==> config.mk <==
export PLATFORM = sky130hd
export DESIGN_NAME = player_bullet_controller
export DESIGN_NICKNAME = d
export VERILOG_FILES = /design/src/rtl/player_bullet_controller.sv
export SDC_FILE = /design/constraint.sdc
export NUM_CORES = 1
export LEC_CHECK = 0
export ABC_CLOCK_PERIOD_IN_PS = 2800
export CAP_MARGIN = 10
export CORE_ASPECT_RATIO = 1.1
export CORE_MARGIN = 4
export CORE_UTILIZATION = 40
export CTS_CLUSTER_SIZE = 12
export DETAILED_ROUTE_END_ITERATION = 8
export MAX_ROUTING_LAYER = met4
export PLACE_DENSITY = 0.66
export SYNTH_ARGS = -nofsm -noshare
export SYNTH_HDL_FRONTEND = slang
export SYNTH_SLANG_ARGS = --single-unit
==> constraint.sdc <==
create_clock -name clk25 -period 2.8 [get_ports clk25]
set_input_delay 0.84 -clock clk25 [delete_from_list [all_inputs] [get_ports clk25]]
set_output_delay 0.84 -clock clk25 [all_outputs]
set_load 0.005 [all_outputs]
==> src/rtl/player_bullet_controller.sv <==
// player_bullet_controller: player bullet pool with fire sync/edge detect, cooldown, upward motion and hit/top retirement.
// Optional PLAYER_BULLET_AUTOFIRE_EN: a held fire button re-spawns whenever the cooldown has expired.
module player_bullet_controller #(
   parameter int BULLET_COUNT = 8,
   parameter int MOVE_DIV     = 250_000,
   parameter int SPEED        = 4,
   parameter int COOLDOWN     = 2_500_000,
   parameter int X_OFFSET     = 12,
   parameter int Y_OFFSET     = 8
) (
   input  logic                       clk25,
   input  logic                       reset,
   input  logic                       fire,
   input  logic [9:0]                 player_x,
   input  logic [9:0]                 player_y,
   input  logic [BULLET_COUNT-1:0]    bullet_hit,
   output logic [10*BULLET_COUNT-1:0] bullet_x_flat,
   output logic [10*BULLET_COUNT-1:0] bullet_y_flat,
   output logic [BULLET_COUNT-1:0]    bullet_active_flat,
   output logic                       fire_ack
);
   localparam int MW = $clog2(MOVE_DIV + 1);
   localparam int CW = $clog2(COOLDOWN + 1);
   logic                    fs1_q, fs2_q, fs3_q;
   logic [1:0]              warm_q;
   logic [MW-1:0]           mv_q;
   logic [CW-1:0]           cd_q;
   logic                    spawned_q, ack_q;
   logic [BULLET_COUNT-1:0] act_q, act_d, gnt;
   logic [9:0]              x_q [BULLET_COUNT];
   logic [9:0]              x_d [BULLET_COUNT];
   logic [9:0]              y_q [BULLET_COUNT];
   logic [9:0]              y_d [BULLET_COUNT];
   logic                    req, tick, spawn;
   logic [9:0]              sx, sy;
   // warm_q gates edge detection until fs3_q holds a real post-reset sample, so a button held through reset never fires
`ifdef PLAYER_BULLET_AUTOFIRE_EN
   assign req = fs2_q & (&warm_q);
`else
   assign req = fs2_q & ~fs3_q & (&warm_q);
`endif
   assign tick  = mv_q == MW'(MOVE_DIV - 1);
   assign gnt   = ~act_q & (act_q + BULLET_COUNT'(1));
   assign spawn = req & (cd_q == '0) & (|gnt);
   assign sx    = player_x + 10'(X_OFFSET);
   assign sy    = (player_y < 10'(Y_OFFSET)) ? '0 : player_y - 10'(Y_OFFSET);
   always_comb begin
      act_d = act_q;
      x_d   = x_q;
      y_d   = y_q;
      for (int j = 0; j < BULLET_COUNT; j++) begin
         if (tick && act_q[j] && !bullet_hit[j]) begin
            act_d[j] = y_q[j] >= 10'(SPEED);
            y_d[j]   = (y_q[j] >= 10'(SPEED)) ? y_q[j] - 10'(SPEED) : y_q[j];
         end
         if (bullet_hit[j]) act_d[j] = 1'b0;
         if (spawn && gnt[j]) begin
            act_d[j] = 1'b1;
            x_d[j]   = sx;
            y_d[j]   = sy;
         end
      end
   end
   always_ff @(posedge clk25 or negedge reset) begin
      if (!reset) begin
         fs1_q     <= 1'b0;
         fs2_q     <= 1'b0;
         fs3_q     <= 1'b0;
         warm_q    <= '0;
         mv_q      <= '0;
         cd_q      <= '0;
         spawned_q <= 1'b0;
         ack_q     <= 1'b0;
         act_q     <= '0;
         for (int j = 0; j < BULLET_COUNT; j++) begin
            x_q[j] <= '0;
            y_q[j] <= '0;
         end
      end else begin
         fs1_q     <= fire;
         fs2_q     <= fs1_q;
         fs3_q     <= fs2_q;
         warm_q    <= (&warm_q) ? warm_q : warm_q + 2'd1;
         mv_q      <= tick ? '0 : mv_q + MW'(1);
         cd_q      <= spawn ? CW'(COOLDOWN - 1) : (cd_q != '0) ? cd_q - CW'(1) : cd_q;
         spawned_q <= spawn;
         ack_q     <= spawned_q;
         act_q     <= act_d;
         x_q       <= x_d;
         y_q       <= y_d;
      end
   end
   genvar g;
   for (g = 0; g < BULLET_COUNT; g++) begin : g_flat
      assign bullet_x_flat[g*10 +: 10] = x_q[g];
      assign bullet_y_flat[g*10 +: 10] = y_q[g];
   end
   assign bullet_active_flat = act_q;
   assign fire_ack           = ack_q;
endmodule

==> impl_summary.txt, run 1 <==
----------------------------------------------------
[Status]
  Outcome ... completed

[Final layout]
  Number of antenna diodes ... 0
  Syn-to-layout area delta ... 34.7%
  Most frequent standard cell in the layout excluding fill and tap cells ... dfrtp_1
  Number of nets in the layout ... ~1400
  Fraction of layout instances using a drive strength above 1 ... between 10% and 20%
  Filler Cell Count ... 2341
  Final design instance area without fill ... 13900 sq um
  Most used cells in the layout excluding fill and tap cells ... 215 x dfrtp_1, 198 x clkdlybuf4s50_1, 177 x nand2_1, 133 x nor2_1, 69 x a21oi_1

[Yosys]
  Synthesis-stage register bit count ... about 220
  Gate count after technology mapping ... 1088
  Part of the Yosys area used for sequential elements ... 52.2%
  Number of synthesis warnings ... 0
  Number of flops mapped to enable cells by yosys ... 0
  Yosys top cell by area ... dfrtp_1
  Proportion of netlist area held by the largest area contributor ... 52.2%
  Number of distinct library cells after synthesis ... a little under 70
  Combined area of all synthesized cells ... 10300 sq um
  Post-Synthesis Net Count ... 1140
  Predominant post-synthesis flop cell ... dfrtp_1
  Cell types occupying the most area after synthesis ... dfrtp_1 52%, nand2_1 6.4%, nor2_1 4.8%
  Post-synthesis async set-or-reset flop share ... 100%
  Synthesized area divided by synthesized cell count ... 9.47 sq um

[STA]
  Period utilization ... approximately 93%
  Final hold viol count ... 0
  Upper clock frequency limit ... 384 MHz
  Worst setup skew after layout ... between 0.02 and 0.025 ns
  Setup TNS ... 0 ns
  Setup-failing EPs final ... 0
  Max Slew Vio Count ... 0
  Clock period minus worst slack ... about 2.6 ns
  Hold Worst Slack ... 0.256 ns
  Rel. slew slack ... between 30% and 40%
  RSZ-0062 raised after global routing ... false
  Transition time of the tightest slew-check pin ... around 0.9 ns

[GRT]
  Global-route met2 utilization ... 35.2%
  GRT Util Overall ... 22.5%
  First-pass GRT wire length ... between 40 and 50 mm
  Met3 Use GR ... under 10%
  Pin count of the biggest net entering global routing ... 57
  Antenna violations before repair ... 0
  Met1 track demand over resource in global routing ... 29.1%
  Busiest metal layer after global routing ... met2
  Vias in the first global route ... 8687
  Remaining Overflow, GRT ... 0

[Critical path]
  Crit Path Max Fanout ... 27
  Class of the most critical setup path ... flip-flop to flip-flop
  Worst flop-to-flop path startpoint ... cd_q[3]
  Depth of the worst register-to-register path ... 7
  Crit end category ... flip-flop
  Crit Reg-Reg Endpoint ... bullet_y_flat[33]
  Data required time of the critical path ... 3.20 ns
  Sort of element at the start of the critical path ... flip-flop
  Setup slack of the worst register-to-register path ... slightly below 0.2 ns
  Worst endpoint data arrival time ... 3.00 ns

[Placed design]
  Port Buffer Count ... 199
  Weighted congestion reported at the end of routability-driven placement ... ~0.9
  Placed cell areas ... 13100 sq um
  HPWL after DPL ... 23.0 mm

[Clock tree]
  Clock tree from TritonCTS ... yes
  CTS Sinks ... 215
  Number of buffers inserted by post-CTS setup repair ... 0
  Number of hold-repair buffers added at the cts stage ... 0
  Number of buffers on the longest clock path ... 3
  Number of buffers created by CTS ... 24
  Clock latency on the worst-skew pair ... 0.53 ns
  Clock-pin transition on the worst setup and hold timing paths ... around 0.06 ns
  CTS H-Tree Depth ... 1
  Quantity of gates resized following cts ... 0
  Cell at the root of the clock tree ... clkbuf_16

[Floorplanning]
  Total number of placement rows ... 61
  Die area ... ~28000 sq um
  Core area ... 25300 sq um
  Die width ... 161 um
  Die H ... 176 um
  Starting Density ... 40.7%
  Ports ... 200

[Power]
  IR drop worst, VDD ... 0.000355 V
  Power density cells ... 551 nW/um^2
  Leakage power ... 5.93 nW

[Route]
  Drt drc ... 0
  First drt pass iteration count ... 5
  Via density per instance ... 5.23
  First-iteration detailed-routing DRC count ... about 570
  Total length of routed wires ... 31.4 mm
  Average routed wire per standard cell ... 18.4 um
  Overall via count from detail_route ... 8899
  Remaining antenna violation count ... 0

[Worst hold path]
  Class of the worst hold path ... input port to async pin

[Run]
  Number of violations of the max-capacitance limit ... 0

----------------------------------------------------
where the power goes:
part / switching, mW / leakage [nW] / total [mW] / internal, mW
logic: 0.557 / 3.21 / 1.01 / 0.451
clock network: 1.27 / 0.391 / 3.13 / 1.86
registers: 0.209 / 2.33 / 3.52 / 3.31
total: 2.03 / 5.93 / 7.65 / 5.62
worst max-delay path by stage:
| stage | from | end | slack (ns) | depth (start not counted) |
|---|---|---|---|---|
| 2_1_floorplan | cd_q[19] | bullet_y_flat[8] | 0.34 | 7 |
| 3_3_place_gp | player_y[3] | bullet_y_flat[69] | 0.12 | 9 |
| 3_5_place_dp | player_x[3] | bullet_x_flat[46] | 0.08 | 6 |
| 4_1_cts | cd_q[19] | bullet_x_flat[13] | 0.19 | 5 |
| 5_1_grt | cd_q[12] | bullet_x_flat[12] | 0.1 | 5 |
| 6_report | cd_q[3] | bullet_y_flat[33] | 0.19 | 7 |
kinds of logic after synthesis:
logic type / count (synthesis) / share of synthesized area, %
multiplexers: 8 / 0.814
XOR/XNOR: 69 / 5.87
adder cells (fa/ha/maj): 21 / 2.55
flip-flops: 215 / 52.2
AND/OR/NAND/NOR: 506 / 24.3
AO/OA/AOI/OAI: 199 / 11.2
buffers and inverters: 70 / 3.07
area by class of cell:
class / instances / area, sq um / area share (%)
flip-flops and latches: 215 / 5380 / 38.8
repair buffers: 265 / 2550 / 18.4
multi-input cells: 803 / 4610 / 33.2
well taps: 346 / 433 / 3.12
clock buffers: 38 / 723 / 5.21
clock inverters: 6 / 66.3 / 0.478
inverters: 30 / 113 / 0.811
critical path, stage by stage (launching register included):
cell      delay [ns]
dfrtp_1         0.42
or3_1           0.50
nor4_2          0.42
nand2_2         0.20
or4b_1          0.50
buf_4           0.23
nand3_1         0.13
o221ai_2        0.09
sequential cells by signal, summed over array words and instances (netlist names):
signal	count
bullet_x_flat	80
spawned_q	1
warm_q	2
bullet_active_flat	8
fs2_q	1
fire_ack	1
fs3_q	1
cd_q	22
bullet_y_flat	80
fs1_q	1
mv_q	18
Yosys cell counts, drive strengths merged, types with 2 or more instances:
library cell,instances
or3,18
nor3b,5
o41ai,3
a32oi,2
a21o,3
nor4b,6
o211ai,9
nand3,31
o31ai,5
nor2,133
nor2b,7
xor2,35
a21oi,71
or2,7
buf,20
or4b,2
nand2b,16
nand4,11
o21ai,80
or4,13
o311ai,2
ha,21
clkbuf,20
o22ai,2
o221ai,4
mux2i,5
and2,5
a22oi,2
and4,3
or3b,3
nor4,21
and3,6
a31oi,4
o21bai,2
inv,30
nand3b,5
nand2,178
mux2,3
xnor2,34
dfrtp,215
nor3,34
a21boi,2
through the flow:
| stage | util (%) | setup WS [ns] | instances | power [mW] |
|---|---|---|---|---|
| 2_1_floorplan | - | 0.335 | 1088 | 4.08 |
| 4_1_cts | 54.8 | 0.190 | 1703 | 7.72 |
| 3_3_place_gp | 51.7 | 0.124 | 1659 | 4.54 |
| 5_1_grt | 54.8 | 0.0970 | 1703 | 7.98 |
| 6_report | 54.8 | 0.195 | 1703 | 7.65 |
| 3_5_place_dp | 51.7 | 0.0802 | 1659 | 4.57 |
layer usage:
layer / wire length, um / vias to the layer above
met3: 2600 / 54
li1: - / 4265
met4: 867 / 0
met2: 14500 / 284
met1: 13400 / 4296
met5: 0 / -
No activity file was read; power rests on OpenSTA's default activity.
==> run 2: changes to the inputs <==
--- a/config.mk
+++ b/config.mk
@@ -12,8 +12,8 @@
 export CORE_UTILIZATION = 40
 export CTS_CLUSTER_SIZE = 12
 export DETAILED_ROUTE_END_ITERATION = 8
+export HOLD_SLACK_MARGIN = 0.05
 export MAX_ROUTING_LAYER = met4
-export PLACE_DENSITY = 0.66
 export SYNTH_ARGS = -nofsm -noshare
 export SYNTH_HDL_FRONTEND = slang
 export SYNTH_SLANG_ARGS = --single-unit
==> impl_summary.txt, run 2 (synthesis gave the netlist of run 1 again) <==
----------------------------------------------------
[Status]
  Outcome ... completed

[Clock tree]
  CTS H-Tree Depth ... 1 (unchanged)
  Number of hold-repair buffers added at the cts stage ... 0 (unchanged)
  Number of buffers on the longest clock path ... 3 (unchanged)
  Quantity of gates resized following cts ... 0 (unchanged)
  Clock-pin transition on the worst setup and hold timing paths ... 0.06 ns (about the same)
  CTS Sinks ... 215 (unchanged)
  Cell at the root of the clock tree ... clkbuf_16
  Number of buffers created by CTS ... 25 (+4.2%)
  Clock tree from TritonCTS ... yes
  Clock latency on the worst-skew pair ... 0.52 ns (about the same)
  Number of buffers inserted by post-CTS setup repair ... 0 (unchanged)

[Critical path]
  Critical path buffer and inverter count ... 1 (unchanged)
  Cell chain of the critical path ... or4_4 -> nor4_4 -> nand2_2 -> or4b_1 -> buf_4 -> nand3_1 -> o221ai_2
  Delay of the slowest critical-path stage ... 0.57 ns (+0.07 ns)
  Data required time of the critical path ... 3.20 ns (about the same)
  Worst endpoint data arrival time ... 3.02 ns (+0.02 ns)
  Cell type group with the largest total delay on the critical path ... simple AND/OR/NAND/NOR gates
  Slowest cell on the critical path ... or4_4
  Crit end category ... flip-flop
  Class of the most critical setup path ... flip-flop to flip-flop
  Sort of element at the start of the critical path ... flip-flop
  Crit Path Max Fanout ... 27 (unchanged)

[Floorplanning]
  Die area ... 28400 sq um (unchanged)
  Core area ... 25300 sq um (unchanged)
  Die H ... 176 um (unchanged)
  Ports ... 200 (unchanged)
  Starting Density ... 40.7% (unchanged)
  Die width ... 161 um (unchanged)
  Total number of placement rows ... 61 (unchanged)

[STA]
  Setup-failing EPs final ... 0 (unchanged)
  Transition time of the tightest slew-check pin ... 0.851 ns (-0.0445 ns)
  Final hold viol count ... 0 (unchanged)
  Max Slew Vio Count ... 0 (unchanged)
  Upper clock frequency limit ... 381 MHz (-0.71%)
  Worst setup skew after layout ... 0.0205 ns (-0.000324 ns)
  RSZ-0062 raised after global routing ... false
  Rel. slew slack ... 42.8% (+3.0 points)
  Period utilization ... 93.7% (+0.67 points)
  Clock period minus worst slack ... 2.62 ns (+0.0186 ns)
  Setup TNS ... 0 ns (unchanged)
  Least setup slack across all paths after layout ... 0.176 ns (-0.0186 ns)
  Hold Worst Slack ... 0.297 ns (+0.0405 ns)

[Power]
  Cell internal power dissipation ... 5.70 mW (+1.5%)
  Fraction of power consumed by sequential logic ... 45.2% (-0.7 points)
  Net switching power ... 2.06 mW (+1.2%)
  Share of total power consumed by net switching ... 26.5% (-0.060 points)
  Clk network pwr share ... 41.5% (+0.6 points)
  Leakage power ... 6.00 nW (+1.2%)
  Power density cells ... 554 nW/um^2 (+0.48%)
  IR drop worst, VDD ... 0.000440 V (+24%)
  Combinational fraction of design power ... 13.4% (+0.2 points)

[Final layout]
  Number of nets in the layout ... 1401 (+0.72%)
  Fraction of layout instances using a drive strength above 1 ... 10.8% (+0.75 points)
  Number of antenna diodes ... 0 (unchanged)
  Most used cells in the layout excluding fill and tap cells ... 215 x dfrtp_1, 198 x clkdlybuf4s50_1, 177 x nand2_1, 133 x nor2_1, 69 x a21oi_1
  Most frequent standard cell in the layout excluding fill and tap cells ... dfrtp_1
  Final design instance area without fill ... 14000 sq um (+0.92%)
  Syn-to-layout area delta ... 36.0%

[Worst hold path]
  Class of the worst hold path ... input port to async pin

[Placed design]
  Weighted congestion reported at the end of routability-driven placement ... 0.901 (+1.4%)
  HPWL after DPL ... 23.2 mm (+0.67%)
  Worst slack at placement ... 0.0214 ns (-0.0588 ns)
  Placed cell areas ... 13200 sq um (+0.90%)
  Port Buffer Count ... 199 (unchanged)

[GRT]
  Pin count of the biggest net entering global routing ... 76 (+33%)
  Vias in the first global route ... 8637 (-0.58%)
  Antenna violations before repair ... 0 (unchanged)
  First-pass GRT wire length ... 49.9 mm (+1.2%)
  Remaining Overflow, GRT ... 0 (unchanged)
  GRT Util Overall ... 22.9% (+0.44 points)

[Route]
  Remaining antenna violation count ... 0 (unchanged)
  Total length of routed wires ... 32.0 mm (+2.1%)
  Overall via count from detail_route ... 8852 (-0.53%)
  First drt pass iteration count ... 5 (unchanged)
  Average routed wire per standard cell ... 18.7 um (+1.6%)
  Via density per instance ... 5.17 (-0.99%)
  Drt drc ... 0 (unchanged)
  First-iteration detailed-routing DRC count ... 480 (-16%)

[Run]
  Number of violations of the max-capacitance limit ... 0 (unchanged)

----------------------------------------------------
==> run 2: cell type report <==
class	count	area (sq um)
Clock inverter	10	104
Inverter	30	113
Fill cell	2323	11300
Sequential cell	215	5380
Multi-Input combinational cell	803	4610
Tap cell	346	433
Clock buffer	33	696
Timing Repair Buffer	274	2670
==> run 2: path summary, 6_finish.rpt <==
path                                      to  slack (ns)  cells past startpoint  startpoint
min reg2reg                            fs2_q        0.34                      0       fs1_q
min                        bullet_x_flat[42]        0.30                      1       reset
max in group asynchronous           cd_q[13]        1.75                      2       reset
max                        bullet_y_flat[33]        0.18                      7    cd_q[16]
max reg2reg                bullet_y_flat[33]        0.18                      7    cd_q[16]
min in group clk25                     fs2_q        0.34                      0       fs1_q
==> run 2: through the flow <==
stage | utilization [%] | cells | total power, mW
finish | 55.3 | 1711 | 7.76
global route | 55.3 | 1711 | 8.11
CTS | 55.3 | 1711 | 7.83
detailed placement | 52.1 | 1668 | 4.60
global placement | 52.1 | 1668 | 4.58
floorplan | - | 1088 | 4.08
==> run 2: power groups by stage <==
| stage | sequential [mW] | clock, mW | combinational (mW) |
|---|---|---|---|
| 6_report | 3.51 | 3.22 | 1.04 |
| 4_1_cts | 3.51 | 3.27 | 1.05 |
| 3_3_place_gp | 3.55 | 0 | 1.03 |
| 5_1_grt | 3.54 | 3.41 | 1.15 |
| 3_5_place_dp | 3.56 | 0 | 1.04 |
| 2_1_floorplan | 3.52 | 0 | 0.559 |
==> run 2: routing by layer <==
layer | vias up | share of wire, % | track usage, %
met5 | - | 0 | -
met1 | 4260 | 44 | 30.2
met2 | 261 | 47 | 36.3
li1 | 4286 | - | -
met3 | 45 | 7.0 | 5.39
met4 | 0 | 2.2 | 5.47
==> run 3: changes to the inputs <==
--- a/config.mk
+++ b/config.mk
@@ -17,3 +17,4 @@
 export SYNTH_ARGS = -nofsm -noshare
 export SYNTH_HDL_FRONTEND = slang
 export SYNTH_SLANG_ARGS = --single-unit
+export TNS_END_PERCENT = 20
==> results of run 3 <==
The final DEF is identical to that of run 2; final timing and power are the same.
